## src/rtl/uart_tx_unit.sv

```systemverilog
// Buffered 8-bit UART transmitter: small FIFO feeding an 8N1/8E/8O serialiser.
// tx_busy reports FIFO full; pushes while full are dropped and flagged in ovf.
module uart_tx_unit #(
  parameter int clk_freq  = 12_000_000,
  parameter int baud      = 115200,
  parameter int tbuf_size = 4,
  parameter int parity    = 0,
  parameter int stop_bits = 1
) (
  input  logic       clk,
  input  logic       rst,
  input  logic       tx_start,
  input  logic [7:0] tx_data,
  output logic       tx_busy,
  output logic       tx,
  output logic       idle,
  output logic       ovf
);

  localparam int DIV = (clk_freq + baud / 2) / baud;
  localparam int CW  = (DIV > 1) ? $clog2(DIV) : 1;
  localparam int AW  = $clog2(tbuf_size);

  localparam logic [CW-1:0] CMAX  = CW'(DIV - 1);
  localparam logic [2:0]    SLAST = 3'(stop_bits - 1);

  typedef enum logic [2:0] {
    S_IDLE,
    S_START,
    S_DATA,
    S_PARITY,
    S_STOP
  } state_t;

  logic [7:0]    mem [tbuf_size];
  logic [AW:0]   rd;
  logic [AW:0]   wr;
  logic          empty;
  logic          full;
  logic          push;
  logic          pop;
  logic [7:0]    head;

  state_t        state;
  state_t        state_n;
  logic [CW-1:0] cnt;
  logic [CW-1:0] cnt_n;
  logic [2:0]    bit_idx;
  logic [2:0]    bit_n;
  logic [7:0]    shift;
  logic [7:0]    shift_n;
  logic          par_bit;
  logic          par_n;
  logic          tx_n;
  logic          last;

  function automatic logic par_of(input logic [7:0] d);
    return (parity == 2) ? ~^d : ^d;
  endfunction

  assign empty   = (rd == wr);
  assign full    = (rd[AW] != wr[AW]) &&
                   (rd[AW-1:0] == wr[AW-1:0]);
  assign push    = tx_start && !full;
  assign head    = mem[rd[AW-1:0]];
  assign tx_busy = full;
  assign idle    = empty && (state == S_IDLE);
  assign last    = (cnt == CMAX);

  always_ff @(posedge clk) begin
    if (push) begin
      mem[wr[AW-1:0]] <= tx_data;
    end
  end

  always_ff @(posedge clk) begin
    if (rst) begin
      rd  <= '0;
      wr  <= '0;
      ovf <= 1'b0;
    end else begin
      if (push) begin
        wr <= wr + 1'b1;
      end
      if (pop) begin
        rd <= rd + 1'b1;
      end
      if (tx_start && full) begin
        ovf <= 1'b1;
      end
    end
  end

  always_ff @(posedge clk) begin
    if (rst) begin
      state   <= S_IDLE;
      cnt     <= '0;
      bit_idx <= '0;
      shift   <= '0;
      par_bit <= 1'b0;
      tx      <= 1'b1;
    end else begin
      state   <= state_n;
      cnt     <= cnt_n;
      bit_idx <= bit_n;
      shift   <= shift_n;
      par_bit <= par_n;
      tx      <= tx_n;
    end
  end

  always_comb begin
    state_n = state;
    cnt_n   = cnt + 1'b1;
    bit_n   = bit_idx;
    shift_n = shift;
    par_n   = par_bit;
    pop     = 1'b0;
    unique case (state)
      S_IDLE: begin
        cnt_n = '0;
        if (!empty) begin
          pop     = 1'b1;
          shift_n = head;
          par_n   = par_of(head);
          state_n = S_START;
        end
      end
      S_START: begin
        if (last) begin
          cnt_n   = '0;
          bit_n   = '0;
          state_n = S_DATA;
        end
      end
      S_DATA: begin
        if (last) begin
          cnt_n   = '0;
          shift_n = shift >> 1;
          if (bit_idx == 3'd7) begin
            bit_n   = '0;
            state_n = (parity != 0) ? S_PARITY : S_STOP;
          end else begin
            bit_n = bit_idx + 1'b1;
          end
        end
      end
      S_PARITY: begin
        if (last) begin
          cnt_n   = '0;
          bit_n   = '0;
          state_n = S_STOP;
        end
      end
      S_STOP: begin
        if (last) begin
          cnt_n = '0;
          if (bit_idx == SLAST) begin
            bit_n = '0;
            // chain straight into the next start bit when more data waits
            if (!empty) begin
              pop     = 1'b1;
              shift_n = head;
              par_n   = par_of(head);
              state_n = S_START;
            end else begin
              state_n = S_IDLE;
            end
          end else begin
            bit_n = bit_idx + 1'b1;
          end
        end
      end
      default: begin
        state_n = S_IDLE;
      end
    endcase
  end

  // line level is a function of the state being entered, so tx stays registered
  always_comb begin
    tx_n = 1'b1;
    unique case (state_n)
      S_IDLE:   tx_n = 1'b1;
      S_START:  tx_n = 1'b0;
      S_DATA:   tx_n = shift_n[0];
      S_PARITY: tx_n = par_n;
      S_STOP:   tx_n = 1'b1;
      default:  tx_n = 1'b1;
    endcase
  end

endmodule

```

## config.mk

```make
export PLATFORM = sky130hd
export DESIGN_NAME = uart_tx_unit
export DESIGN_NICKNAME = d
export VERILOG_FILES = /design/src/rtl/uart_tx_unit.sv
export SDC_FILE = /design/constraint.sdc
export NUM_CORES = 1
export LEC_CHECK = 0
export BUFFER_PORTS_ARGS = -buffer_cell sky130_fd_sc_hd__clkbuf_2
export CORE_ASPECT_RATIO = 1.75
export CORE_MARGIN = 4
export CORE_UTILIZATION = 54
export DETAILED_ROUTE_END_ITERATION = 10
export GPL_ROUTABILITY_DRIVEN = 1
export PLACE_DENSITY_LB_ADDON = 0.05
export SLEW_MARGIN = 10
export SYNTH_ARGS = -nofsm -noshare
export SYNTH_HDL_FRONTEND = slang
export SYNTH_SLANG_ARGS = --single-unit
```

## constraint.sdc

```tcl
create_clock -name clk -period 1.8 [get_ports clk]
set_input_delay 0.36 -clock clk [delete_from_list [all_inputs] [get_ports clk]]
set_output_delay 0.36 -clock clk [all_outputs]
set_load 0.05 [all_outputs]
```

; ---- Yosys cells after proc, flatten, opt, wreduce, memory -nomap -nowiden
; Memory sizes are Yosys's and may differ from the RTL's. A register that Yosys moved wholly into a read port is not among the register bits.
; Index checks and enable logic that the tools add are counted.
[classes]
mux = 35
n_bitwise = 0
div_mod_pow = 0
n_lt_le_gt_ge = 0
mul = 0
n_addsub = 4
n_reduce_logical = 14
n_shift = 0
eq_ne = 16
[ops]
columns = cell, n
row1 = 2-to-1 mux 3 bit, 12
row2 = 2-to-1 mux 8 bit, 4
row3 = one-hot mux 8 bit (3 select lines), 1
row4 = one-hot mux 3 bit (5 select lines), 1
row5 = one-hot mux 7 bit (2 select lines), 1
row6 = "== test 3 x 2 -> 1 bit, second input constant", 4
row7 = "adder 3 x 1 -> 3 bit, second input constant", 3
row8 = 2-to-1 mux 1 bit, 9
row9 = one-hot mux 3 bit (3 select lines), 1
row10 = AND reduction 4 bit, 2
row11 = XOR reduction 8 bit, 1
row12 = "adder 7 x 1 -> 7 bit, second input constant", 1
row13 = "== test 7 bit, second input constant", 1
row14 = 2-to-1 mux 7 bit, 1
row15 = "== test 3 x 1 -> 1 bit, second input constant", 2
row16 = "== test 3 bit, second input constant", 2
row17 = zero test 3 bit, 2
row18 = "inequality test 2 bit, second input constant", 3
row19 = nonzero test 3 bit, 2
row20 = logical AND 1 bit, 4
row21 = 2-to-1 mux 2 bit, 2
row22 = one-hot mux 1 bit (2 select lines), 2
row23 = OR reduction 4 bit, 1
row24 = == test 3 bit, 1
row25 = other kinds (6), 6
[word_totals]
rom_bits = 0
regBits = 30
input_bits = 11
word_cells = 80
latch_bits = 0
ram_bits = 32
memories = 1
out_inout_bits = 4
[mem_list]
columns = name, depth, width, read_ports, rd_ports_with_merged_regs, write_ports, line
row1 = mem, 4, 8, 1, 1, 1, 35  ; logic [7:0] mem [tbuf_size];

; ---- Longest topological paths before layout
; Gate-level depths: netlist (run 1).
[depth]
depth_word = 7
ltp_mapped = 8
mapped_depth_nobuf = 7

; ---- Least setup slack after synthesis (run 1)
; Ideal clock, no wire load.
[synth_timing]
kind = register -> output
from = register wr[0]
to = output port idle
t_arrival_ns = 1.872
slack_ns = -0.432
path_stages_with_launch = 4
path_buffers = 0
required_time_ns = 1.440
cell_sequence = dfxtp_1 xnor2_1 nand3b_1 nor3_1
[synth_between]
elab_chain_cells = 2
[synth_rtl]
columns = item, line
row1 = start: declaration, 37  ; logic [AW:0] wr;
row2 = start signal: assignment, 83  ; wr <= wr + 1'b1;
row3 = == test 3 bit, 61  ; assign empty = (rd == wr);
row4 = logical AND 1 bit, 67  ; assign idle = empty && (state == S_IDLE);
row5 = end: declaration, 16  ; output logic idle,
; No other way between the ends.

; ---- Worst setup path in the final report (run 1)
[layout_timing]
from = register rd[1]
to = output port idle
[layout_between]
elab_chain_cells = 2
[layout_rtl]
columns = item, line
row1 = start: declaration, 36  ; logic [AW:0] rd;
row2 = start signal: assignment, 86  ; rd <= rd + 1'b1;
row3 = == test 3 bit, 61
row4 = logical AND 1 bit, 67
; No other way between the ends.

==> metrics.md, run 1 <==
| Metric | Value |
|---|---|
| Run status | `finished with violations` |
| Failing checks | `setup timing` |
| Worst setup EP type | `output pin` |
| Antenna Cells | `0` |
| Area of the mapped netlist | `a little under 0.003 mm^2` |
| First-pass GRT wire length | `around 9600 um` |
| Slowest cell on crit path | `dfxtp_1` |
| Synth area leaders | `edfxtp_1 (33%), dfxtp_1 (22%), mux4_2 (6.2%)` |
| Max_cap viols | `0` |
| Synth Instances | `around 240` |
| # port buffers | `14` |
| Yosys Warn Count | `0` |
| Core ar. | `0.00521 mm^2` |
| Worst skew pair latency | `roughly 0.35 ns` |
| Synth cell count leaders | `dfxtp_1 (32), edfxtp_1 (32), nor2_1 (22), xnor2_1 (15), a21oi_1 (12)` |
| Flops & latches, synth | `64` |
| Post-synthesis cell type count | `50` |
| Setup crit start kind | `flip-flop` |
| Vias in the first global route | `~2000` |
| Max FO, Critical Path | `3` |
| Post-synth EDFFs | `32` |
| Worst Skew | `roughly 0.0088 ns` |
| Via count | `approximately 2000` |
| Synth-to-layout area growth | `26.0%` |
| CP cell instances | `xnor2_2, nand3b_1, buf_6, nor3_4, buf_8` |
| Crit Path Class | `flip-flop to output pin` |
| Drt via density | `around 5.7` |
| Tot Pwr | `~5100 uW` |
| Fin crit period | `~1.9 ns` |
| Util after Layout | `a little over two thirds` |
| H-tree Lvls | `3` |
| FMAX | `531 MHz` |
| WL/cell | `16.1 um` |
| Worst vdd ir | `about 1 mV` |
| Static Leak | `0.00136 uW` |
| PwrDens | `approximately 1400 mW/mm^2` |
| First drt pass iteration count | `4` |
| CTS Sinks | `between 60 and 70` |
| Root buf cell | `clkbuf_8` |
| Worst slew pin tran | `around 0.37 ns` |
| Syn avg cell area | `between 10 and 15 um^2` |
| Total gr overflow | `0` |
| Register area share after synthesis | `a little under three fifths` |
| Fin area | `0.00364 mm^2` |
| DRT iter0 DRCs | `about 110` |
| Count of pins over their slew limit | `0` |
| Die width | `63.3 um` |
| # fillers | `393` |
| Hold-fix buffers, CTS | `0` |
| Initial Util | `a little under three fifths` |
| Final WL | `~5600 um` |
| TritonCTS clock tree | `built` |
| Chip Height | `between 100 and 150 um` |
| Largest net degree at the start of global routing | `14` |
| Required @ worst endpoint | `roughly 1.4 ns` |
| Net Count, Synth | `roughly 260` |
| Antenna violations before repair | `0` |
| Yosys top cell area share | `about a third` |
| Area of the multi-input gates | `between 0.001 and 0.0015 mm^2` |
| RSZ-0062 raised after global routing | `true` |
| Setup violations, final | `9` |
| Gpl congestion | `about 0.84` |
| Detail Placement HPWL | `about 4100 um` |
| Fin nets | `around 300` |
| I/O Pins | `15` |
| GRT Util Overall | `18.7%` |
| Final critical-path share of the clock period | `105%` |
| Dominant cell type by area after synthesis | `edfxtp_1` |
| Share of cells above drive strength 1 | `a little over a third` |
| Main synth FF type | `edfxtp_1` |
| Final Hold Viols | `0` |
| Critical Path AT | `around 1.5 ns` |
| Die Area | `between 0.006 and 0.007 mm^2` |
| Post-route ant nets | `0` |
| Cts bufs inserted | `9` |
| Clk buf depth | `2` |
| Reg area | `between 0.0015 and 0.002 mm^2` |
| Min-Delay Path Class | `input pin to flip-flop` |
| Num rows | `35` |
| Ys async rst share | `0%` |
| Dpl cell area | `approximately 0.0033 mm^2` |
| Total Neg Setup Slack | `-0.257 ns` |
| Fin worst setup slack | `-0.0849 ns` |
| Max_slew headroom | `about three quarters` |
| Clock transition at the registers of the reported paths | `0.07 ns` |
| Max incr delay on CP | `roughly 0.36 ns` |
| DR DRC count | `0` |
## critical path: cells and delay by family, from the launching register on
family / cells / cell delay (ns)
flops: 1 / 0.36
buf+inv: 2 / 0.31
simple gates: 2 / 0.27
xor+xnor: 1 / 0.22
## registers in the layout, indices dropped and copies added, names as in the netlist, named ones only
register,cells
bit_idx,3
mem,32
shift,8
cnt,7
par_bit,1
state,3
wr,3
tx,1
ovf,1
rd,3
## power breakdown
| part | switching, uW | total [uW] | internal (uW) |
|---|---|---|---|
| Combinational | 872 | 1720 | 848 |
| Clock | 598 | 1540 | 938 |
| Sequential | 133 | 1870 | 1730 |
| Total | 1600 | 5120 | 3520 |
## final cells by class
type                       count  share of cell area [%]
clock buffer                   9                    3.41
clock inverter                 7                    3.48
inverter                      10                    1.03
multi-input combinational    154                    34.4
sequential                    64                    44.4
tap                           55                    1.89
timing repair buffer          48                    11.5
## layout by cell type (no fill, tap or decap), drive strengths merged, types with 2 or more instances in the layout
cell / Yosys / routed
xnor2: 15 / 15
inv: 9 / 12
nand4: 3 / 3
and3: 6 / 6
a22oi: 5 / 5
a21oi: 12 / 12
nand3: 4 / 4
nor3: 5 / 5
or3: 2 / 2
dfxtp: 32 / 32
or3b: 2 / 2
clkbuf: 6 / 22
ha: 9 / 9
mux2i: 2 / 2
a211oi: 3 / 3
nor4: 2 / 2
a31oi: 7 / 7
nand2: 10 / 10
and2: 5 / 5
buf: 4 / 35
o21ai: 9 / 9
o31ai: 3 / 3
bufinv: 0 / 3
xor2: 4 / 4
edfxtp: 32 / 32
nor2: 24 / 24
mux4: 8 / 8
## what timing repair did
| item | 4_1_cts | 5_1_grt |
|---|---|---|
| buffers inserted | 2 | 0 |
| gates cloned | 0 | 0 |
| resized for setup | 16 | 13 |
| pin swaps | 5 | 3 |
| hold endpoints to repair | 0 | 0 |
| setup endpoints to repair | 7 | 21 |
## path summary, 6_finish.rpt
check,slack (ns),to,from,cells past startpoint
worst max-delay path,-0.08,idle,rd[1],5
worst min register to register,0.48,shift[2],shift[2],2
worst min-delay path,0.23,mem[1][4],tx_data[4],1
worst max register to register,-0.04,flip-flop,bit_idx[1],7
## through the flow
step | setup slack (ns) | std cells | hold slack, ns
finish | -0.0849 | 347 | 0.226
global route | -0.135 | 347 | 0.223
CTS | -0.0759 | 347 | 0.212
detailed placement | -0.0495 | 329 | 0.468
global placement | -0.0124 | 329 | 0.450
floorplan | -0.0120 | 238 | 0.418
## cells by family (layout without fill, tap and decap cells)
group / after synthesis / after routing / synth area share [%]
XOR/XNOR: 19 / 19 / 5.77
multiplexers: 10 / 10 / 6.94
AND/OR/NAND/NOR: 68 / 68 / 12.2
flip-flops: 64 / 64 / 55.5
adder cells (fa/ha/maj): 10 / 10 / 4.25
buffers and inverters: 20 / 74 / 4.29
AO/OA/AOI/OAI: 47 / 47 / 11.1
## layer usage
metal | GRT usage [%] | vias to the layer above | share of wire (%)
met4 | 12.1 | 0 | 3.8
met3 | 2.58 | 18 | 2.4
met5 | 0 | - | 0
li1 | - | 979 | -
met1 | 20.1 | 956 | 38
met2 | 33.6 | 36 | 55
Note: power is estimated with default switching activity, not from simulation.
==> inputs of run 2 (changes only) <==
--- a/config.mk
+++ b/config.mk
@@ -6,7 +6,6 @@
 export NUM_CORES = 1
 export LEC_CHECK = 0
 export BUFFER_PORTS_ARGS = -buffer_cell sky130_fd_sc_hd__clkbuf_2
-export CORE_ASPECT_RATIO = 1.75
 export CORE_MARGIN = 4
 export CORE_UTILIZATION = 54
 export DETAILED_ROUTE_END_ITERATION = 10
==> run 2 against run 1 <==
Compared with the run above: the flow still finishes with violations (setup timing); sequential power about the same; non-clock buffer count grew 10; via count rose by 0.65%; first-iteration DRC count shrank 17%; global-route usage increased by 0.80 points; routed wire length grew 0.29%; core utilization rose by 3.5 points; sequential cell count unchanged; total power is 0.95% higher; clock power fell by 12%; clock-buffer cell count unchanged; critical path type is now flip-flop to flip-flop; largest power group is now combinational logic.
==> metrics.md, run 2 (same netlist as run 1, synthesis figures left out) <==
| Metric | Value |
|---|---|
| Run status | `finished with violations` |
| Failing checks | `setup timing` |
| Num rows | `26 (-26%)` |
| Detail Placement HPWL | `3850 um (-5.9%)` |
| Cts bufs inserted | `9 (unchanged)` |
| Worst setup EP type | `flip-flop` |
| Max_slew headroom | `74.2% (-1.3 points)` |
| GRT Util Overall | `19.5% (+0.80 points)` |
| Die Area | `0.00658 mm^2 (-0.69%)` |
| Gpl congestion | `0.839 (-0.50%)` |
| Synth-to-layout area growth | `30.5%` |
| Die width | `81.1 um (+28%)` |
| Final Hold Viols | `0 (unchanged)` |
| Required @ worst endpoint | `2.02 ns (+0.58 ns)` |
| Max_cap viols | `0 (unchanged)` |
| Max FO, Critical Path | `7 (+4)` |
| Drt via density | `5.38 (-6.1%)` |
| Fin nets | `317 (+3.3%)` |
| Critical Path AT | `2.13 ns (+0.61 ns)` |
| Final WL | `5600 um (+0.29%)` |
| FMAX | `523 MHz (-1.4%)` |
| I/O Pins | `15 (unchanged)` |
| Setup crit start kind | `flip-flop` |
| Most frequent cells in the layout | `buf_4 (35), edfxtp_1 (32), dfxtp_1 (24)` |
| Final critical-path share of the clock period | `106% (+1.5 points)` |
| Share of cells above drive strength 1 | `39.7% (+3.8 points)` |
| Static Leak | `0.00141 uW (+3.8%)` |
| Root buf cell | `clkbuf_8` |
| CTS Sinks | `64 (unchanged)` |
| H-tree Lvls | `3 (unchanged)` |
| WL/cell | `15.1 um (-6.5%)` |
| Fin crit period | `1.91 ns (+0.0273 ns)` |
| Fin Hold WS | `0.230 ns (+0.00414 ns)` |
| # fillers | `367 (-6.6%)` |
| Most common cell after layout, fill and taps aside | `buf_4` |
| Worst skew pair latency | `0.34 ns (about the same)` |
| Top sig layer | `met4` |
| PwrDens | `1370 mW/mm^2 (-2.6%)` |
| DRT iter0 DRCs | `87 (-17%)` |
| Chip Height | `81.1 um (-23%)` |
| Post-route ant nets | `0 (unchanged)` |
| Fin worst setup slack | `-0.112 ns (-0.0273 ns)` |
| Clock transition at the registers of the reported paths | `0.07 ns (about the same)` |
| Core ar. | `0.00514 mm^2 (-1.4%)` |
| Initial Util | `56.2% (+0.77 points)` |
| Via count | `2002 (+0.65%)` |
| RSZ-0062 raised after global routing | `true` |
| Vias in the first global route | `2034 (+0.54%)` |
| M1 wire length | `2440 um (+14%)` |
| Met2 wire length | `2830 um (-8.4%)` |
| Worst vdd ir | `1.00 mV (-1.2%)` |
| Worst slew pin tran | `0.386 ns (+0.0200 ns)` |
| Count of pins over their slew limit | `0 (unchanged)` |
| Worst Skew | `0.00549 ns (-0.00335 ns)` |
| Total Neg Setup Slack | `-0.609 ns (-0.352 ns)` |
| Number of flip-flops in the largest register | `32 (unchanged)` |
| First-pass GRT wire length | `9580 um (about the same)` |
| Tot Pwr | `5170 uW (+0.95%)` |
| Setup violations, final | `12 (+3)` |
| Crit Path Class | `flip-flop to flip-flop` |
| Met3 WL | `199 um (+46%)` |
| Hold_sp | `tx_data[1]` |
| Crit Reg-Reg Startpoint | `cnt[3]` |
| DR DRC count | `0 (unchanged)` |
| Min-Delay Path Class | `input pin to flip-flop` |
| TritonCTS clock tree | `built` |
| Total gr overflow | `0 (unchanged)` |
| Util after Layout | `73.3% (+3.5 points)` |
| Antenna Cells | `0 (unchanged)` |
| Antenna violations before repair | `0 (unchanged)` |
| Clk buf depth | `2 (unchanged)` |
| # port buffers | `14 (unchanged)` |
| Largest net degree at the start of global routing | `15 (+1)` |
| First drt pass iteration count | `4 (unchanged)` |
| Critical path origin | `cnt[3]` |
run 2: changes by cell type in the layout (fill, tap and decap cells not counted), sizes merged:
cell      change
buf          +11
clkbuf        -1
clkinvlp      +1
bufinv        -1
inv           -2
clkinv        +2
run 2: worst max-delay path, cell delays in order, from the launching register on:
cell,delay [ns]
dfxtp_2,0.32
or3b_4,0.41
o31ai_4,0.40
and3_4,0.34
buf_12,0.14
buf_6,0.09
o311ai_1,0.09
run 2: path summary, 6_finish.rpt:
kind	end	slack, ns	cells past startpoint
worst min register to register	cnt[0]	0.45	1
worst max register to register	tx	-0.11	6
worst min-delay path	mem[0][1]	0.23	1
worst max-delay path	tx	-0.11	6
run 2: report_power, final:
| group | internal [uW] | total, uW | leakage, uW | switching [uW] |
|---|---|---|---|---|
| combinational | 1020 | 1950 | 0.000739 | 927 |
| clock | 781 | 1350 | 0.000110 | 569 |
| sequential | 1730 | 1870 | 0.000559 | 141 |
run 2: final cells by class:
class / instances / area, um^2 / area share, %
Clock buffer: 9 / 124 / 3.29
Clock inverter: 7 / 95.1 / 2.52
Inverter: 10 / 41.3 / 1.10
Multi-Input combinational cell: 154 / 1300 / 34.4
Sequential cell: 64 / 1610 / 42.8
Tap cell: 70 / 87.6 / 2.32
Timing Repair Buffer: 58 / 512 / 13.6
run 2: layer usage:
metal | track usage, % | vias to the layer above
met5 | 0 | -
met2 | 33.8 | 38
met4 | 8.61 | 0
met1 | 23.0 | 948
li1 | - | 999
met3 | 4.66 | 17
run 2: repair_timing:
| item | CTS | global route |
|---|---|---|
| gates resized for setup | 22 | 17 |
| pin swaps | 4 | 13 |
| setup buffers | 7 | 2 |
| endpoints found under the setup margin | 12 | 22 |
| hold buffers | 0 | 0 |
run 2: per-stage QoR:
step	std cells	setup slack [ns]	instance area, um^2
2_1_floorplan	238	-0.0120	2900
3_3_place_gp	347	-0.0400	3310
3_5_place_dp	347	-0.0643	3310
4_1_cts	370	-0.0657	3670
5_1_grt	372	-0.145	3770
6_report	372	-0.112	3770
==> inputs of run 3 (changes only) <==
--- a/config.mk
+++ b/config.mk
@@ -7,7 +7,7 @@
 export LEC_CHECK = 0
 export BUFFER_PORTS_ARGS = -buffer_cell sky130_fd_sc_hd__clkbuf_2
 export CORE_MARGIN = 4
-export CORE_UTILIZATION = 54
+export CORE_UTILIZATION = 30
 export DETAILED_ROUTE_END_ITERATION = 10
 export GPL_ROUTABILITY_DRIVEN = 1
 export PLACE_DENSITY_LB_ADDON = 0.05
@@ -15,3 +15,4 @@
 export SYNTH_ARGS = -nofsm -noshare
 export SYNTH_HDL_FRONTEND = slang
 export SYNTH_SLANG_ARGS = --single-unit
+export TNS_END_PERCENT = 10
==> run 3 against run 2 <==
Compared with the run above: the run still ends with setup timing left; largest power group unchanged; highest routed layer unchanged; register-to-register slack improved by 0.09 ns; first-iteration DRC count decreased by 25%; sequential cell count unchanged; routed wire length increased by 13%; sequential share of layout area decreased by 0.61 points; setup slack improved by 0.076 ns; critical path depth decreased by 1; clock skew increased by 0.0048 ns; sequential power about the same; final cell count increased by 19%.
==> metrics.md, run 3 (same netlist as run 1, synthesis figures left out) <==
| Metric | Value |
|---|---|
| WL/cell | `14.3 um (-4.9%)` |
| Most frequent cells in the layout | `buf_4 (48), edfxtp_1 (32), dfxtp_1 (23)` |
| Max incr delay on CP | `0.33 ns (-0.08 ns)` |
| Fin nets | `328 (+3.5%)` |
| Antenna violations before repair | `0 (unchanged)` |
| PwrDens | `1340 mW/mm^2 (-2.4%)` |
| Switching Share | `31.7% (+0.072 points)` |
| Worst vdd ir | `0.595 mV (-41%)` |
| CP cell instances | `xor2_1, nand3b_1, buf_4, nor3_4, buf_8` |
| Clk buf depth | `2 (unchanged)` |
| Reg area | `0.00161 mm^2 (about the same)` |
| Fin Hold WS | `0.242 ns (+0.0120 ns)` |
| # port buffers | `14 (unchanged)` |
| Pre-CTS setup slack | `-0.113 ns (-0.0487 ns)` |
| Via count | `2041 (+1.9%)` |
| Worst path bufs/invs | `2 (unchanged)` |
| Die width | `106 um (+31%)` |
| Synth-to-layout area growth | `32.5%` |
| Num rows | `35 (+35%)` |
| Die Area | `0.0113 mm^2 (+71%)` |
| Most common cell after layout, fill and taps aside | `buf_4` |
| Crit Path Class | `flip-flop to output pin` |
| Drt via density | `4.62 (-14%)` |
| Final Hold Viols | `0 (unchanged)` |
| Core ar. | `0.00928 mm^2 (+81%)` |
| Critical Path AT | `1.48 ns (-0.65 ns)` |
| Tot Pwr | `5120 uW (-0.93%)` |
| Slowest cell on crit path | `dfxtp_2` |
| Reg power frac | `36.1% (about the same)` |
| Final std cells w/o fill | `442 (+19%)` |
| Worst Skew | `0.0103 ns (+0.00479 ns)` |
| Gpl congestion | `0.773 (-7.9%)` |
| # fillers | `938 (+160%)` |
| Fin worst setup slack | `-0.0367 ns (+0.0755 ns)` |
| Dpl cell area | `0.00351 mm^2 (+6.1%)` |
| Initial Util | `31.1% (-25 points)` |
| Max FO, Critical Path | `2 (-5)` |
| CP top delay family | `buffers and inverters` |
| TritonCTS clock tree | `built` |
| Required @ worst endpoint | `1.44 ns (-0.58 ns)` |
| Fin area | `0.00382 mm^2 (+1.5%)` |
| Worst skew pair latency | `0.34 ns (about the same)` |
| Post-route ant nets | `0 (unchanged)` |
| Count of pins over their slew limit | `0 (unchanged)` |
| Largest net degree at the start of global routing | `15 (unchanged)` |
| RSZ-0062 raised after global routing | `true` |
| Setup violations, final | `9 (-3)` |
| Max_slew headroom | `72.9% (-1.3 points)` |
| GRT Util Overall | `12.4% (-7.1 points)` |
| DR DRC count | `0 (unchanged)` |
| Setup crit start kind | `flip-flop` |
| Failing checks | `setup timing` |
| Combinational fraction of design power | `36.3% (-1.4 points)` |
| Number of flip-flops in the largest register | `32 (unchanged)` |
| Hold-fix buffers, CTS | `0 (unchanged)` |
| Share of cells above drive strength 1 | `37.7% (-2.0 points)` |
| Max_cap viols | `0 (unchanged)` |
| Antenna Cells | `0 (unchanged)` |
| Cts bufs inserted | `9 (unchanged)` |
| Placed insts | `423 (+22%)` |
| First-pass GRT wire length | `10800 um (+13%)` |
| Min-Delay Path Class | `input pin to flip-flop` |
| Final critical-path share of the clock period | `102% (-4.2 points)` |
| Area of the multi-input gates | `0.00121 mm^2 (-6.8%)` |
| First drt pass iteration count | `4 (unchanged)` |
| H-tree Lvls | `3 (unchanged)` |
| Worst setup EP type | `output pin` |
| Detail Placement HPWL | `4640 um (+20%)` |
| Run status | `finished with violations` |
| CTS Sinks | `64 (unchanged)` |
| Static Leak | `0.00144 uW (+2.3%)` |
| Clock power frac | `27.6% (+1.5 points)` |
| Clock transition at the registers of the reported paths | `0.08 ns (about the same)` |
| Fin crit period | `1.84 ns (-0.0755 ns)` |
| Chip Height | `106 um (+31%)` |
| I/O Pins | `15 (unchanged)` |
| FMAX | `544 MHz (+4.1%)` |
| Worst slew pin tran | `0.406 ns (+0.0201 ns)` |
| Psw | `1630 uW (-0.70%)` |
| Final WL | `6330 um (+13%)` |
| Root buf cell | `clkbuf_8` |
| Total gr overflow | `0 (unchanged)` |
| DRT iter0 DRCs | `65 (-25%)` |
| Vias in the first global route | `2150 (+5.7%)` |
| Internal cell power | `3500 uW (-1.0%)` |
[run 3: cell count changes in the layout (fill, tap and decap cells not counted), sizes merged]
cell	previous run	this run
buf	46	57
clkinvlp	2	1
inv	10	11
[run 3: worst paths after layout]
path / from / end / slack [ns] / depth (start not counted)
worst max-delay path: wr[2] / idle / -0.04 / 5
worst min-delay path: tx_data[5] / mem[3][5] / 0.24 / 1
worst max register to register: bit_idx[0] / shift[1] / -0.02 / 8
worst min register to register: shift[7] / shift[6] / 0.47 / 2
[run 3: repair_timing]
| action | 4_1_cts | 5_1_grt |
|---|---|---|
| resized for setup | 12 | 10 |
| setup endpoints to repair | 13 | 18 |
| buffers inserted | 3 | 0 |
| pin swaps | 5 | 3 |
| endpoints found under the hold margin | 0 | 0 |
[run 3: metrics by stage]
stage,util [%],setup TNS [ns]
after global routing,41.2,-1.56
after floorplan,-,-0.0359
final,41.2,-0.116
after CTS,40.8,-0.361
after detailed placement,37.8,-0.262
after global placement,37.8,-0.127
[run 3: power by group through the flow]
stage | Clock [uW] | Sequential, uW | Combinational (uW)
2_1_floorplan | 0 | 1880 | 1150
3_3_place_gp | 0 | 1870 | 1760
3_5_place_dp | 0 | 1870 | 1760
4_1_cts | 1470 | 1850 | 1840
5_1_grt | 1520 | 1870 | 2040
6_report | 1410 | 1850 | 1860
[run 3: cell type report]
cell class / count / share of cell area [%]
Clock inverter: 7 / 2.68
Timing Repair Buffer: 69 / 15.1
Tap cell: 129 / 4.22
Clock buffer: 9 / 3.24
Multi-Input combinational cell: 154 / 31.6
Sequential cell: 64 / 42.2
Inverter: 10 / 0.981
[run 3: routing by layer]
metal  GRT usage, %  part of all wire (%)
met1           15.1                    44
met2           21.0                    50
met3           4.01                   4.3
met4           3.79                   1.0
met5              0                     0
